==> config.mk <==
export PLATFORM = sky130hd
export DESIGN_NAME = et_seq
export DESIGN_NICKNAME = d
export VERILOG_FILES = /design/src/rtl/et_seq.sv
export SDC_FILE = /design/constraint.sdc
export NUM_CORES = 1
export LEC_CHECK = 0
export ABC_CLOCK_PERIOD_IN_PS = 2600
export CAP_MARGIN = 40
export CORE_ASPECT_RATIO = 0.7
export CORE_MARGIN = 4
export CORE_UTILIZATION = 42
export DETAILED_ROUTE_END_ITERATION = 10
export HOLD_SLACK_MARGIN = 0.12
export PLACE_DENSITY = 0.81
export RECOVER_POWER = 25
export SYNTH_ARGS = -nofsm -noshare
export SYNTH_HDL_FRONTEND = slang
export SYNTH_SLANG_ARGS = --single-unit
==> constraint.sdc <==
create_clock -name clk -period 2.6 [get_ports clk]
set_input_delay 0.39 -clock clk [delete_from_list [all_inputs] [get_ports clk]]
set_output_delay 0.39 -clock clk [all_outputs]
set_load 0.05 [all_outputs]
==> src/rtl/et_seq.sv <==
// Front/back-end sequencer for the e^x Taylor evaluation unit: feeds one FP32
// operand per evaluation, releases the unit's reset for that run, and buffers the result.
module et_seq #(
  parameter int TIMEOUT = 32,
  parameter int W       = 32
) (
  input  logic         clk,
  input  logic         res_n,
  input  logic         in_valid,
  output logic         in_ready,
  input  logic [W-1:0] in_data,
  output logic [W-1:0] eu_num,
  output logic         eu_res,
  input  logic         eu_done,
  input  logic [W-1:0] eu_result,
  output logic         out_valid,
  input  logic         out_ready,
  output logic [W-1:0] out_data,
  output logic         out_err,
  output logic         busy
);

  // state    | meaning
  // IDLE     | unit held in reset, waiting for an operand
  // RUN      | unit evaluating; waiting for eu_done or timeout
  // WAIT_OUT | result ready but output slot full; unit keeps cycling until it frees
  typedef enum logic [1:0] {
    IDLE     = 2'd0,
    RUN      = 2'd1,
    WAIT_OUT = 2'd2
  } state_t;

  localparam int            CW     = $clog2(TIMEOUT + 1);
  localparam logic [CW-1:0] CNT_TC = CW'(TIMEOUT);

  state_t         state, state_nxt;
  logic [CW-1:0]  cnt, cnt_nxt, cnt_inc;
  logic           cnt_tc;
  logic [W-1:0]   eu_num_nxt;
  logic           eu_res_nxt;
  logic           out_valid_nxt;
  logic [W-1:0]   out_data_nxt;
  logic           out_err_nxt;
  logic           slot_free;
  logic           do_cap;
  logic           do_err;

  assign in_ready  = (state == IDLE) && res_n;
  assign busy      = (state != IDLE);
  assign slot_free = !out_valid || out_ready;
  assign cnt_tc    = (cnt == CNT_TC);
  assign cnt_inc   = cnt_tc ? cnt : cnt + CW'(1);

  always_ff @(posedge clk or negedge res_n) begin
    if (!res_n) begin
      state <= IDLE;
    end else begin
      state <= state_nxt;
    end
  end

  always_comb begin
    state_nxt     = state;
    cnt_nxt       = cnt;
    eu_num_nxt    = eu_num;
    eu_res_nxt    = eu_res;
    out_valid_nxt = out_valid;
    out_data_nxt  = out_data;
    out_err_nxt   = out_err;
    do_cap        = 1'b0;
    do_err        = 1'b0;

    case (state)
      IDLE: begin
        if (in_valid && in_ready) begin
          eu_num_nxt = in_data;
          eu_res_nxt = 1'b0;
          cnt_nxt    = '0;
          state_nxt  = RUN;
        end
      end
      RUN: begin
        cnt_nxt = cnt_inc;
        // cnt==0 is the cycle the unit leaves reset; its strobe may still be stale
        if (eu_done && (cnt != '0)) begin
          if (slot_free) begin
            do_cap = 1'b1;
          end else begin
            state_nxt = WAIT_OUT;
            cnt_nxt   = '0;
          end
        end else if (cnt_tc) begin
          if (slot_free) begin
            do_err = 1'b1;
          end else begin
            state_nxt = WAIT_OUT;
          end
        end
      end
      WAIT_OUT: begin
        cnt_nxt = cnt_inc;
        if (eu_done) begin
          if (slot_free) begin
            do_cap = 1'b1;
          end else begin
            cnt_nxt = '0;
          end
        end else if (cnt_tc && slot_free) begin
          do_err = 1'b1;
        end
      end
      default: begin
        state_nxt = IDLE;
      end
    endcase

    if (out_valid && out_ready) begin
      out_valid_nxt = 1'b0;
    end

    if (do_cap) begin
      out_valid_nxt = 1'b1;
      out_data_nxt  = eu_result;
      out_err_nxt   = 1'b0;
    end else if (do_err) begin
      out_valid_nxt = 1'b1;
      out_data_nxt  = '0;
      out_err_nxt   = 1'b1;
    end

    if (do_cap || do_err) begin
      state_nxt  = IDLE;
      eu_res_nxt = 1'b1;
      cnt_nxt    = '0;
    end
  end

  always_ff @(posedge clk or negedge res_n) begin
    if (!res_n) begin
      cnt       <= '0;
      eu_num    <= '0;
      eu_res    <= 1'b1;
      out_valid <= 1'b0;
      out_data  <= '0;
      out_err   <= 1'b0;
    end else begin
      cnt       <= cnt_nxt;
      eu_num    <= eu_num_nxt;
      eu_res    <= eu_res_nxt;
      out_valid <= out_valid_nxt;
      out_data  <= out_data_nxt;
      out_err   <= out_err_nxt;
    end
  end

endmodule

==> run metrics, run 1 <==
first drt pass iteration count 4; Area Growth Syn to Fin 57.2%; final setup skew 7.30 ps; status finished clean; maximum clock insertion buffer count 2; max-slew violations 0; WS Path Type register to output port; vias in the first global route 2587; Die H 79.7 um; Synth Area per Inst 13.7 um2; Routed wire per std cell 17.2 um; hpwl dp 5.94 mm; n_diodes 0; Clock Tree Root clkbuf_8; nets ~450; Yosys reg bits 75; Clk pwr share 14.6%; post-synth top area share between 60% and 70%; Crit Path Max Fanout 3; Ys Warns 0; ANT nets after route 0; Final GP Congestion about 0.75; sequential area share after synthesis 60.9%; Max VDD drop ~0.0012 V; Yosys cell types 34; critical path required time 2210 ps; number of synthesized flops with an enable pin 0; Mapped Area about 3100 um2; DR iter-0 viols 78; Main synth FF type dfrtp_1; combinational group share of total power 58.7%; share of cells above drive strength 1 16.8%; final core occ between 60% and 70%; switching share of power 46.9%; total wire length approximately 8.1 mm; slew of the pin with the lowest slew margin 1400 ps; Skew-Pair Late Insertion Delay 340 ps; # rows 25; Clk pin slew, worst setup/hold paths 80 ps; sequential power share 26.7%; CTS tree yes; fin crit share 90.1%; Die ar. 8800 um2; P_sw 3.61 mW; chip width 110 um; Syn Inst Count 226; cell taking the most area after synthesis dfrtp_1; LEAKAGE around 2.1 nW; crit path DAT 1950 ps; pre-CTS setup slack 295 ps; first-pass GRT wire length 13.2 mm; post-route minimum period 2340 ps; pin count of the biggest net entering global routing 49; most common cell in the netlist dfrtp_1; # port buffers 137; H-Tree Depth 3; FMAX 427 MHz; setup bufs post-CTS 0; core footprint 6940 um2; setup TNS 0 ps; post-DR vias/cell 5.03; ys async rst share 100%; CTS Buf Count 9; Total Power 7.70 mW; Final setup viols 0; DRC viols 0; initial core utilization 44.4%; Worst setup SP type register; Power Internal 4.09 mW; type of destination of the critical path output port; antenna violations before repair 0; power per cell area 1590 nW/um2; relative slew slack about 6.4%; Worst Hold Class register to register; Clock Sinks 75; synth cell count leaders dfrtp_1 (74), a22o_1 (33), mux2_2 (32); Vias 2363; RSZ-0062 raised after global routing no; gr ovfl total 0; Maximum Capacitance Violations 0; syn_nets around 300; CTS resizes 0; GRT Util Overall 19.0%; io pins 138; Synth area leaders dfrtp_1 (60%), mux2_2 (12%), a22o_1 (9.4%); Final Hold Fails 0; Setup WS post-layout 258 ps
repair_timing:
action                                 CTS  global route
hold buffers                             1             0
endpoints found under the hold margin   27             0
setup endpoints to repair                0             0
registers in the layout, summed over array words and instances, names as in the netlist:
name / count
out_valid: 1
cnt: 6
state: 2
out_data: 32
eu_num: 32
eu_res: 1
out_err: 1
power groups by stage:
stage / Clock, mW / Sequential [mW] / Combinational [mW]
final: 1.13 / 2.05 / 4.52
after detailed placement: 0 / 2.04 / 4.56
after global placement: 0 / 2.04 / 4.49
after CTS: 1.16 / 2.05 / 4.56
after global routing: 1.21 / 2.12 / 4.76
after floorplan: 0 / 3.85 / 1.16
kinds of logic after synthesis:
group	Yosys count	share of synthesized area, %
AOI/OAI and AO/OA	50	13.6
and+or+nand+nor	36	6.85
muxes	36	13.0
buffers and inverters	23	3.28
DFF	75	60.9
adders and majority gates	6	2.43
worst max-delay path, stage by stage (launching register included):
cell and delay (ps):
dfrtp_1 380, inv_1 80, ha_1 250, inv_1 90, clkdlybuf4s50_1 820
area by class of cell:
| type | instances | area [um2] |
|---|---|---|
| Clock buffer | 10 | 138 |
| Clock inverter | 6 | 119 |
| Fill cell | 481 | 2090 |
| Inverter | 11 | 41.3 |
| Multi-Input combinational cell | 128 | 1120 |
| Sequential cell | 75 | 1880 |
| Tap cell | 94 | 118 |
| Timing Repair Buffer | 146 | 1440 |
through the flow:
step | hold WS [ps] | instances | instance area (um2)
CTS | 473 | 470 | 4860
floorplan | 94.4 | 226 | 3090
finish | 470 | 470 | 4850
global route | 478 | 470 | 4850
detailed placement | 440 | 453 | 4590
global placement | 434 | 453 | 4590
path summary, 6_finish.rpt:
| path | startpoint | cells after the start | to | slack, ps |
|---|---|---|---|---|
| worst max register to register | cnt[0]$_DFFE_PN0P_ | 8 | cnt[4]$_DFFE_PN0P_ | 440 |
| min in group asynchronous | res_n | 3 | out_data[5]$_DFFE_PN0N_ | 1000 |
| worst min-delay path | eu_res$_DFFE_PN1P_ | 2 | eu_res$_DFFE_PN1P_ | 470 |
| worst max-delay path | state[0]$_DFFE_PN0P_ | 4 | busy | 260 |
| worst min register to register | eu_res$_DFFE_PN1P_ | 2 | eu_res$_DFFE_PN1P_ | 470 |
| max in group asynchronous | res_n | 3 | eu_num[30]$_DFFE_PN0P_ | 700 |
placed cells by master (no fill, tap or decap), types with 3 or more instances in the layout:
| cell type | netlist | final |
|---|---|---|
| ha_1 | 6 | 6 |
| a21oi_1 | 3 | 3 |
| mux2i_1 | 4 | 4 |
| clkdlybuf4s50_1 | 0 | 135 |
| a22o_1 | 33 | 33 |
| nand2_1 | 10 | 10 |
| bufinv_16 | 0 | 3 |
| or3_1 | 3 | 3 |
| clkbuf_8 | 0 | 10 |
| inv_1 | 11 | 11 |
| buf_4 | 0 | 6 |
| dfrtp_1 | 74 | 74 |
| o221ai_1 | 3 | 3 |
| mux2_2 | 32 | 32 |
| nor2_1 | 8 | 8 |
metal layers:
metal | share of wire, % | global-route usage [%]
met5 | 0 | 0
met4 | 0.71 | 4.43
met3 | 11 | 10.1
met2 | 47 | 30.7
met1 | 42 | 22.6
No activity file was read; power rests on OpenSTA's default activity.
==> run 2, diff against run 1 <==
--- a/config.mk
+++ b/config.mk
@@ -7,7 +7,6 @@
 export LEC_CHECK = 0
 export ABC_CLOCK_PERIOD_IN_PS = 2600
 export CAP_MARGIN = 40
-export CORE_ASPECT_RATIO = 0.7
 export CORE_MARGIN = 4
 export CORE_UTILIZATION = 42
 export DETAILED_ROUTE_END_ITERATION = 10
==> run metrics, run 2 (same netlist as run 1, synthesis figures left out) <==
status finished clean; H-Tree Depth 3 (unchanged); setup bufs post-CTS 0 (unchanged); most common cell after layout, fill and taps aside clkdlybuf4s50_1; P_sw 3.60 mW (-0.40%); CTS Buf Count 9 (unchanged); power per cell area 1560 nW/um2 (-1.6%); Reg2Reg Depth 8 (unchanged); Max VDD drop 0.000906 V (-22%); # rows 30 (+20%); crit path DAT 1930 ps (-20 ps); combinational group share of total power 59.9% (+1.2 points); Power Internal 3.96 mW (-3.2%); slew of the pin with the lowest slew margin 1160 ps (-248 ps); Worst Hold Class input port to asynchronous set/reset pin; LEAKAGE 2.12 nW (-0.84%); WS Path Type register to output port; Die ar. 8780 um2 (-0.25%); setup TNS 0 ps (unchanged); Clock Sinks 75 (unchanged); Routed wire per std cell 17.2 um (+0.23%); DR iter-0 viols 89 (+14%); first drt pass iteration count 4 (unchanged); pin count of the biggest net entering global routing 54 (+10%); n_diodes 0 (unchanged); gr ovfl total 0 (unchanged); RR Endpoint cnt[4]$_DFFE_PN0P_; CTS resizes 0 (unchanged); Clk pwr share 13.0% (-1.6 points); Final Hold Fails 0 (unchanged); register area 1880 um2 (unchanged); DRC viols 0 (unchanged); crit path launch state[0]$_DFFE_PN0P_; antenna violations before repair 0 (unchanged); area of the multi-input gates 1120 um2 (unchanged); Fill cells 549 (+14%); relative slew slack 22.9% (+17 points); most frequent cells in the layout clkdlybuf4s50_1 (135), dfrtp_1 (74), a22o_1 (33); Final setup viols 0 (unchanged); max-slew violations 0 (unchanged); CTS tree yes; first-pass GRT wire length 13.1 mm (-1.3%); final core occ 69.3% (-0.59 points); ANT nets after route 0 (unchanged); final setup skew 9.92 ps (+2.62 ps); post-route minimum period 2320 ps (-23.8 ps); fin crit share 89.2% (-0.92 points); r2r setup slk 340 ps (-100 ps); hold-fix buffers at CTS 1 (unchanged); Area Growth Syn to Fin 56.7%; sequential power share 27.1% (+0.4 points); share of cells above drive strength 1 16.5% (-0.27 points); Maximum Capacitance Violations 0 (unchanged); Final GP Congestion 0.773 (+3.5%); io pins 138 (unchanged); switching share of power 47.6% (+0.72 points); # port buffers 137 (unchanged); FMAX 431 MHz (+1.0%); post-DR vias/cell 4.99 (-0.68%); worst reg2reg path startpoint state[0]$_DFFE_PN0P_; Vias 2357 (-0.25%); nets 446 (unchanged); hpwl dp 6.09 mm (+2.4%); Top Registers eu_num: 32 flops, out_data: 32 flops, cnt: 6 flops; maximum clock insertion buffer count 2 (unchanged); total wire length 8.14 mm (+0.66%); GRT Util Overall 19.0% (-0.024 points); Clock Tree Root clkbuf_8; Crit Path Max Fanout 3 (unchanged); Skew-Pair Late Insertion Delay 340 ps (about the same); Die H 93.7 um (+18%); chip width 93.7 um (-15%); core footprint 6980 um2 (+0.54%); type of destination of the critical path output port; RSZ-0062 raised after global routing no; initial core utilization 44.2% (-0.24 points); critical path required time 2210 ps (about the same); Worst setup SP type register; Clk pin slew, worst setup/hold paths 80 ps (about the same); vias in the first global route 2588 (+0.039%)
## run 2: changes by cell type in the layout (fill, tap and decap cells not counted), sizes merged
cell,change
clkinvlp,+2
clkbuf,-1
clkinv,+1
buf,+1
bufinv,-1
inv,-2
## run 2: layer usage
metal | vias up | wire length, um | global-route usage (%)
li1 | 1103 | - | -
met2 | 72 | 4190 | 32.8
met4 | 0 | 151 | 7.10
met5 | - | 0 | 0
met1 | 1168 | 3440 | 23.6
met3 | 14 | 356 | 3.53
## run 2: cell type report
type | instances | share of cell area, %
Sequential cell | 75 | 38.8
Clock buffer | 10 | 2.64
Inverter | 11 | 0.854
Clock inverter | 6 | 1.84
Timing Repair Buffer | 146 | 30.2
Multi-Input combinational cell | 128 | 23.1
Tap cell | 96 | 2.48
## run 2: how the worst max path moves through the flow
stage,end,slack [ps],depth (start not counted)
6_report,busy,280,4
5_1_grt,cnt[4]$_DFFE_PN0P_,200,8
4_1_cts,busy,270,4
3_5_place_dp,cnt[2]$_DFFE_PN0P_,210,7
3_3_place_gp,cnt[3]$_DFFE_PN0P_,270,7
2_1_floorplan,out_data[0]$_DFFE_PN0N_,400,9
## run 2: critical path: stages (launching register included)
cell             delay, ps
dfrtp_1                400
inv_1                  100
ha_1                   220
inv_1                   80
clkdlybuf4s50_1        800
## run 2: per-stage QoR
stage	std cells	power, mW	hold WS (ps)	area [um2]	setup slack (ps)
final	472	7.55	452	4840	282
after global routing	472	7.91	480	4840	200
after CTS	472	7.61	416	4840	269
after detailed placement	455	6.61	200	4620	205
after global placement	454	6.50	198	4590	271
after floorplan	226	5.01	94.4	3090	403
## run 2: power by group through the flow
stage / Sequential [mW] / Clock [mW] / Combinational [mW]
2_1_floorplan: 3.85 / 0 / 1.16
3_3_place_gp: 2.04 / 0 / 4.46
4_1_cts: 2.05 / 0.998 / 4.56
3_5_place_dp: 2.04 / 0 / 4.57
6_report: 2.05 / 0.981 / 4.53
5_1_grt: 2.12 / 1.05 / 4.73
==> run 3, diff against run 2 <==
==> config.mk (replaced) <==
export PLATFORM = sky130hd
export DESIGN_NAME = et_seq
export DESIGN_NICKNAME = d
export VERILOG_FILES = /design/src/rtl/et_seq.sv
export SDC_FILE = /design/constraint.sdc
export NUM_CORES = 1
export LEC_CHECK = 0
export ABC_CLOCK_PERIOD_IN_PS = 1890
export CAP_MARGIN = 0
export CORE_MARGIN = 10
export CORE_UTILIZATION = 38
export DETAILED_ROUTE_END_ITERATION = 10
export HOLD_SLACK_MARGIN = 0.12
export PLACE_DENSITY = 0.77
export RECOVER_POWER = 25
export SYNTH_ARGS = -nofsm -noshare
export SYNTH_HDL_FRONTEND = slang
export SYNTH_SLANG_ARGS = --single-unit
==> constraint.sdc (replaced) <==
create_clock -name clk -period 1.89 [get_ports clk]
set_input_delay 0.2835 -clock clk [delete_from_list [all_inputs] [get_ports clk]]
set_output_delay 0.2835 -clock clk [all_outputs]
set_load 0.05 [all_outputs]
==> run metrics, run 3 (same netlist as run 1, synthesis figures left out) <==
n_diodes 0 (unchanged); vias in the first global route 2741 (+5.9%); Setup WS post-layout -125 ps (-407 ps); total wire length 9.66 mm (+19%); antenna violations before repair 0 (unchanged); FMAX between 400 and 500 MHz; Area Growth Syn to Fin 67.1%; CP top delay family simple AND/OR/NAND/NOR gates; # rows 32 (+6.7%); Top Registers eu_num: 32 flops, out_data: 32 flops, cnt: 6 flops; share of cells above drive strength 1 28.3% (+12 points); LEAKAGE 2.30 nW (+8.4%); status finished, violations left; WS Path Type register to register; placed insts 480 (+5.5%); DR iter-0 viols 66 (-26%); Crit Path Max Fanout 18 (+15); Final Hold Fails 0 (unchanged); Skew-Pair Late Insertion Delay 340 ps (about the same); Clock Tree Root clkbuf_8; fin crit share 107%; Die ar. 12100 um2 (+38%); pin count of the biggest net entering global routing 55 (+1.9%); gr ovfl total 0 (unchanged); # port buffers 137 (unchanged); most common cell after layout, fill and taps aside clkdlybuf4s50_1; Total Power 10.9 mW (+44%); io pins 138 (unchanged); post-route design area 5160 um2 (+6.6%); DRC viols 0 (unchanged); Routed wire per std cell 19.0 um (+10%); Worst path max stage delay 560 ps (-240 ps); first drt pass iteration count 4 (unchanged); Vias 2561 (+8.7%); post-route minimum period 2010 ps; Die H 110 um (+18%); Final setup viols 39 (+39); ANT nets after route 0 (unchanged); slew of the pin with the lowest slew margin 1120 ps (-33.0 ps); r2r setup slk -120 ps (-460 ps); Worst Hold Class register to register; crit path DAT 2240 ps (+310 ps); max-slew violations 0 (unchanged); critical path required time 2120 ps (-90 ps); placed cell area 4770 um2 (+3.4%); relative slew slack 25.1% (+2.2 points); most frequent cells in the layout clkdlybuf4s50_1 (127), dfrtp_1 (74), a22o_1 (33), buf_4 (33), mux2_2 (32); final core occ 66.0% (-3.2 points); hpwl dp 6.95 mm (+14%); CTS Buf Count 9 (unchanged); H-Tree Depth 3 (unchanged); post-DR vias/cell 5.03 (+0.76%); Worst setup SP type register; Maximum Capacitance Violations 0 (unchanged); chip width 110 um (+18%); CP cell instances inv_2, ha_4, nor4b_4, buf_4, nand2_1, or4b_4, buf_12, a22o_1; slowest cell on the critical path or4b_4; type of destination of the critical path register; power per cell area 2120 nW/um2 (+35%); nets 477 (+7.0%); maximum clock insertion buffer count 2 (unchanged); final setup skew 9.26 ps (-0.658 ps); GRT Util Overall 15.2% (-3.8 points); first-pass GRT wire length 14.4 mm (+9.9%); RSZ-0062 raised after global routing yes; Final GP Congestion 0.775 (+0.26%); core footprint 7810 um2 (+12%); Clk pin slew, worst setup/hold paths 70 ps (about the same); worst hold margin 478 ps (+26.1 ps); Non-Filler Instances 509 (+7.8%); failing checks negative setup slack; CP bufs+invs 3 (unchanged); Clock Sinks 75 (unchanged); initial core utilization 39.5% (-4.7 points); Max VDD drop 0.00136 V (+50%); CTS tree yes
[run 3: cell count changes in the layout (fill, tap and decap cells not counted), sizes merged]
cell,change
dlymetal6s2s,+1
or4b,+1
buf,+34
clkbuf,+4
clkinvlp,+1
clkdlybuf4s50,-8
bufinv,-2
[run 3: path summary, 6_finish.rpt]
kind / from / to / cells past startpoint
worst max-delay path: cnt[1]$_DFFE_PN0P_ / out_data[4]$_DFFE_PN0N_ / 8
min in group asynchronous: res_n / out_data[27]$_DFFE_PN0N_ / 3
worst max register to register: cnt[1]$_DFFE_PN0P_ / out_data[4]$_DFFE_PN0N_ / 8
max in group asynchronous: res_n / cnt[1]$_DFFE_PN0P_ / 3
worst min-delay path: eu_res$_DFFE_PN1P_ / eu_res$_DFFE_PN1P_ / 2
worst min register to register: eu_res$_DFFE_PN1P_ / eu_res$_DFFE_PN1P_ / 2
[run 3: repair_timing]
action	CTS	global route
gates resized for setup	11	13
gates cloned	0	4
pin swaps	6	1
buffers inserted	4	4
endpoints found under the hold margin	30	0
endpoints found under the setup margin	42	44
hold buffers	1	0
[run 3: worst register-to-register path, cell delays in order, from the launching register on]
cell     delay, ps
dfrtp_1        370
inv_2           60
ha_4           140
nor4b_4        130
buf_4          160
nand2_1        100
or4b_4         560
buf_12         200
a22o_1         190
[run 3: cell type report]
cell class	count	area, um2
Sequential cell	75	1880
Timing Repair Buffer	176	1730
Fill cell	607	2650
Clock inverter	5	36.3
Clock buffer	11	141
Inverter	11	41.3
Multi-Input combinational cell	129	1210
Tap cell	102	128
[run 3: where the power goes]
part           switching [mW]  total [mW]  internal (mW)
sequential              0.417        2.79           2.38
clock                   0.603        1.12          0.515
combinational            4.20        6.99           2.79
total                    5.22        10.9           5.69
[run 3: per-layer routing]
layer  track usage, %  vias to the layer above  wire [um]
met5                0                        -          0
met4             5.05                        0         91
met3             6.91                        9        939
met2             25.7                       92       5070
met1             16.6                     1279       3560
li1                 -                     1181          -
[run 3: through the flow]
stage	setup WS, ps	setup TNS, ps
2_1_floorplan	-275	-8460
3_3_place_gp	-275	-10560
3_5_place_dp	-315	-11980
4_1_cts	-90.2	-2830
5_1_grt	-230	-7700
6_report	-125	-3560
==> RTL edit: new RTL, flow settings as in run 3 <==
Take the reset off `out_data` and load it in a clocked block of its own.
--- a/src/rtl/et_seq.sv
+++ b/src/rtl/et_seq.sv
@@ -142,5 +142,4 @@
       eu_res    <= 1'b1;
       out_valid <= 1'b0;
-      out_data  <= '0;
       out_err   <= 1'b0;
     end else begin
@@ -149,9 +148,12 @@
       eu_res    <= eu_res_nxt;
       out_valid <= out_valid_nxt;
-      out_data  <= out_data_nxt;
       out_err   <= out_err_nxt;
     end
   end
 
+  always_ff @(posedge clk) begin
+    out_data <= out_data_nxt;
+  end
+
 endmodule
 
Function: changed (Yosys sat finds a counterexample within 4 cycles, from zero or initial values; the reset may be asserted at any time).
==> RTL edit against run 3 <==
- critical path depth unchanged
- sequential cell count is the same
- final cell count decreased by 2.9%
- area after synthesis up 1.0%
- total power is 32% lower
- maximum frequency is 8.7% lower
- core utilization about the same
- final area is 0.46% higher
- sequential share of layout area is 2.9 points higher
- hold slack got worse by 0.14 ns
- highest routed layer unchanged
- critical endpoint is now cnt[4]
- wire length fell by 12%
- synthesized cell count shrank 4.0%
- setup slack worse by 0.19 ns
- the flow still finishes with violations (setup timing)
- via count fell by 8.4%
==> RTL edit: results (changes against run 3) <==
metric,value,unit,change
outcome,"finished, violations left",,
violations,setup timing,,
grtUsageTotal,0.138,,-0.0139
reg2reg_from,cnt[0],,
wl_met3,861,um,-8.3%
drt_iter0_drc,111,,+68%
setup_viol,74,,+90%
grt_max_degree,40,,-27%
seq_area_frac_synth,0.654,,+0.0453
max_stage_delay,0.49,ns,-0.07 ns
synth_area_leaders,"dfrtp_1, edfxtp_1, mux2_2",,
synth-xor-area-share,0.00562,,+0.00562
met1_usage,0.165,,-0.00147
synth_mux_area_frac,0.119,,-0.0109
wl_met1,3660,um,+2.7%
p_leak,2.11,nW,-8.3%
synthTopCellsByCount,"dfrtp_1, and2_1, edfxtp_1, mux2_2, inv_1",,
met3_usage,0.0670,,-0.00207
path_max_fanout,5,,-13
wl_met2,3900,um,-23%
synth_edf_count,32,,+32
synth_compound_area_frac,0.0550,,-0.0808
gp_congestion,0.815,,+5.0%
grt_pass1_wl,13600,um,-5.6%
min_path_type,in2async,,
slew_headroom,0.346,,+0.0949
drive_gt1_frac,0.260,,-0.0224
async_reset_ff_frac,0.573,,-0.427
irDropWorstVdd,1.14,mV,-16%
viasPerCell,4.75,,-5.6%
wirelength,8540,um,-12%
synth_fp_nets,292,,-3.0%
final_nets,462,,-3.1%
synth.distinct_cells,41,,+21%
synthAdderAreaFrac,0.0241,,-0.000244
r2r-end,cnt[4],,
setup_ws,-0.317,ns,-0.192 ns
fin_skew,0.00615,ns,-0.00310 ns
use_met2,0.210,,-0.0465
==> RTL edit: kinds of logic (layout without fill, tap and decap cells) <==
group                      Yosys count  in the layout
xor gates and xnor gates             2              2
muxes                               33             33
AOI/OAI and AO/OA                   22             22
adders and majority gates            6              6
DFF                                 75             75
and+or+nand+nor                     62             62
buffers and inverters               17            192
==> RTL edit: power by group <==
| group | switching (mW) | internal, mW |
|---|---|---|
| logic | 2.19 | 1.45 |
| clock network | 0.617 | 0.888 |
| registers | 0.189 | 2.13 |
| total | 2.99 | 4.47 |
==> RTL edit: repair_timing <==
item,in CTS,in global routing
endpoints found under the hold margin,4,0
setup endpoints to repair,74,75
resized for setup,8,7
cloned,1,0
pin swaps,1,0
buffers inserted,2,1
hold buffers,1,0
==> RTL edit: per-stage QoR <==
stage                      util  area, um2  total power, mW  std cells  setup slack, ns
after CTS                 0.657       5150             7.53        493           -0.292
final                     0.660       5180             7.46        494           -0.317
after floorplan               -       3150             4.54        217           -0.406
after global placement    0.616       4840             5.88        473           -0.349
after global routing      0.660       5180             7.82        494           -0.413
after detailed placement  0.616       4840             5.93        473           -0.409
==> RTL edit: worst max-delay path by stage <==
stage,startpoint,slack (ns),cells past startpoint,end
global placement,cnt[0],-0.35,6,out_data[7]
finish,cnt[0],-0.32,8,cnt[4]
floorplan,cnt[0],-0.41,9,cnt[1]
detailed placement,cnt[0],-0.41,6,out_data[30]
CTS,cnt[0],-0.29,7,out_data[14]
global route,cnt[0],-0.41,8,cnt[4]
==> RTL edit: final cells by class <==
class | instances | area (um2)
Clock inverter | 7 | 124
Fill cell | 627 | 2670
Inverter | 10 | 45.0
Timing Repair Buffer | 165 | 1630
Timing Repair inverter | 1 | 6.26
Clock buffer | 9 | 124
Tap cell | 102 | 128
Sequential cell | 75 | 2040
Multi-Input combinational cell | 125 | 1090
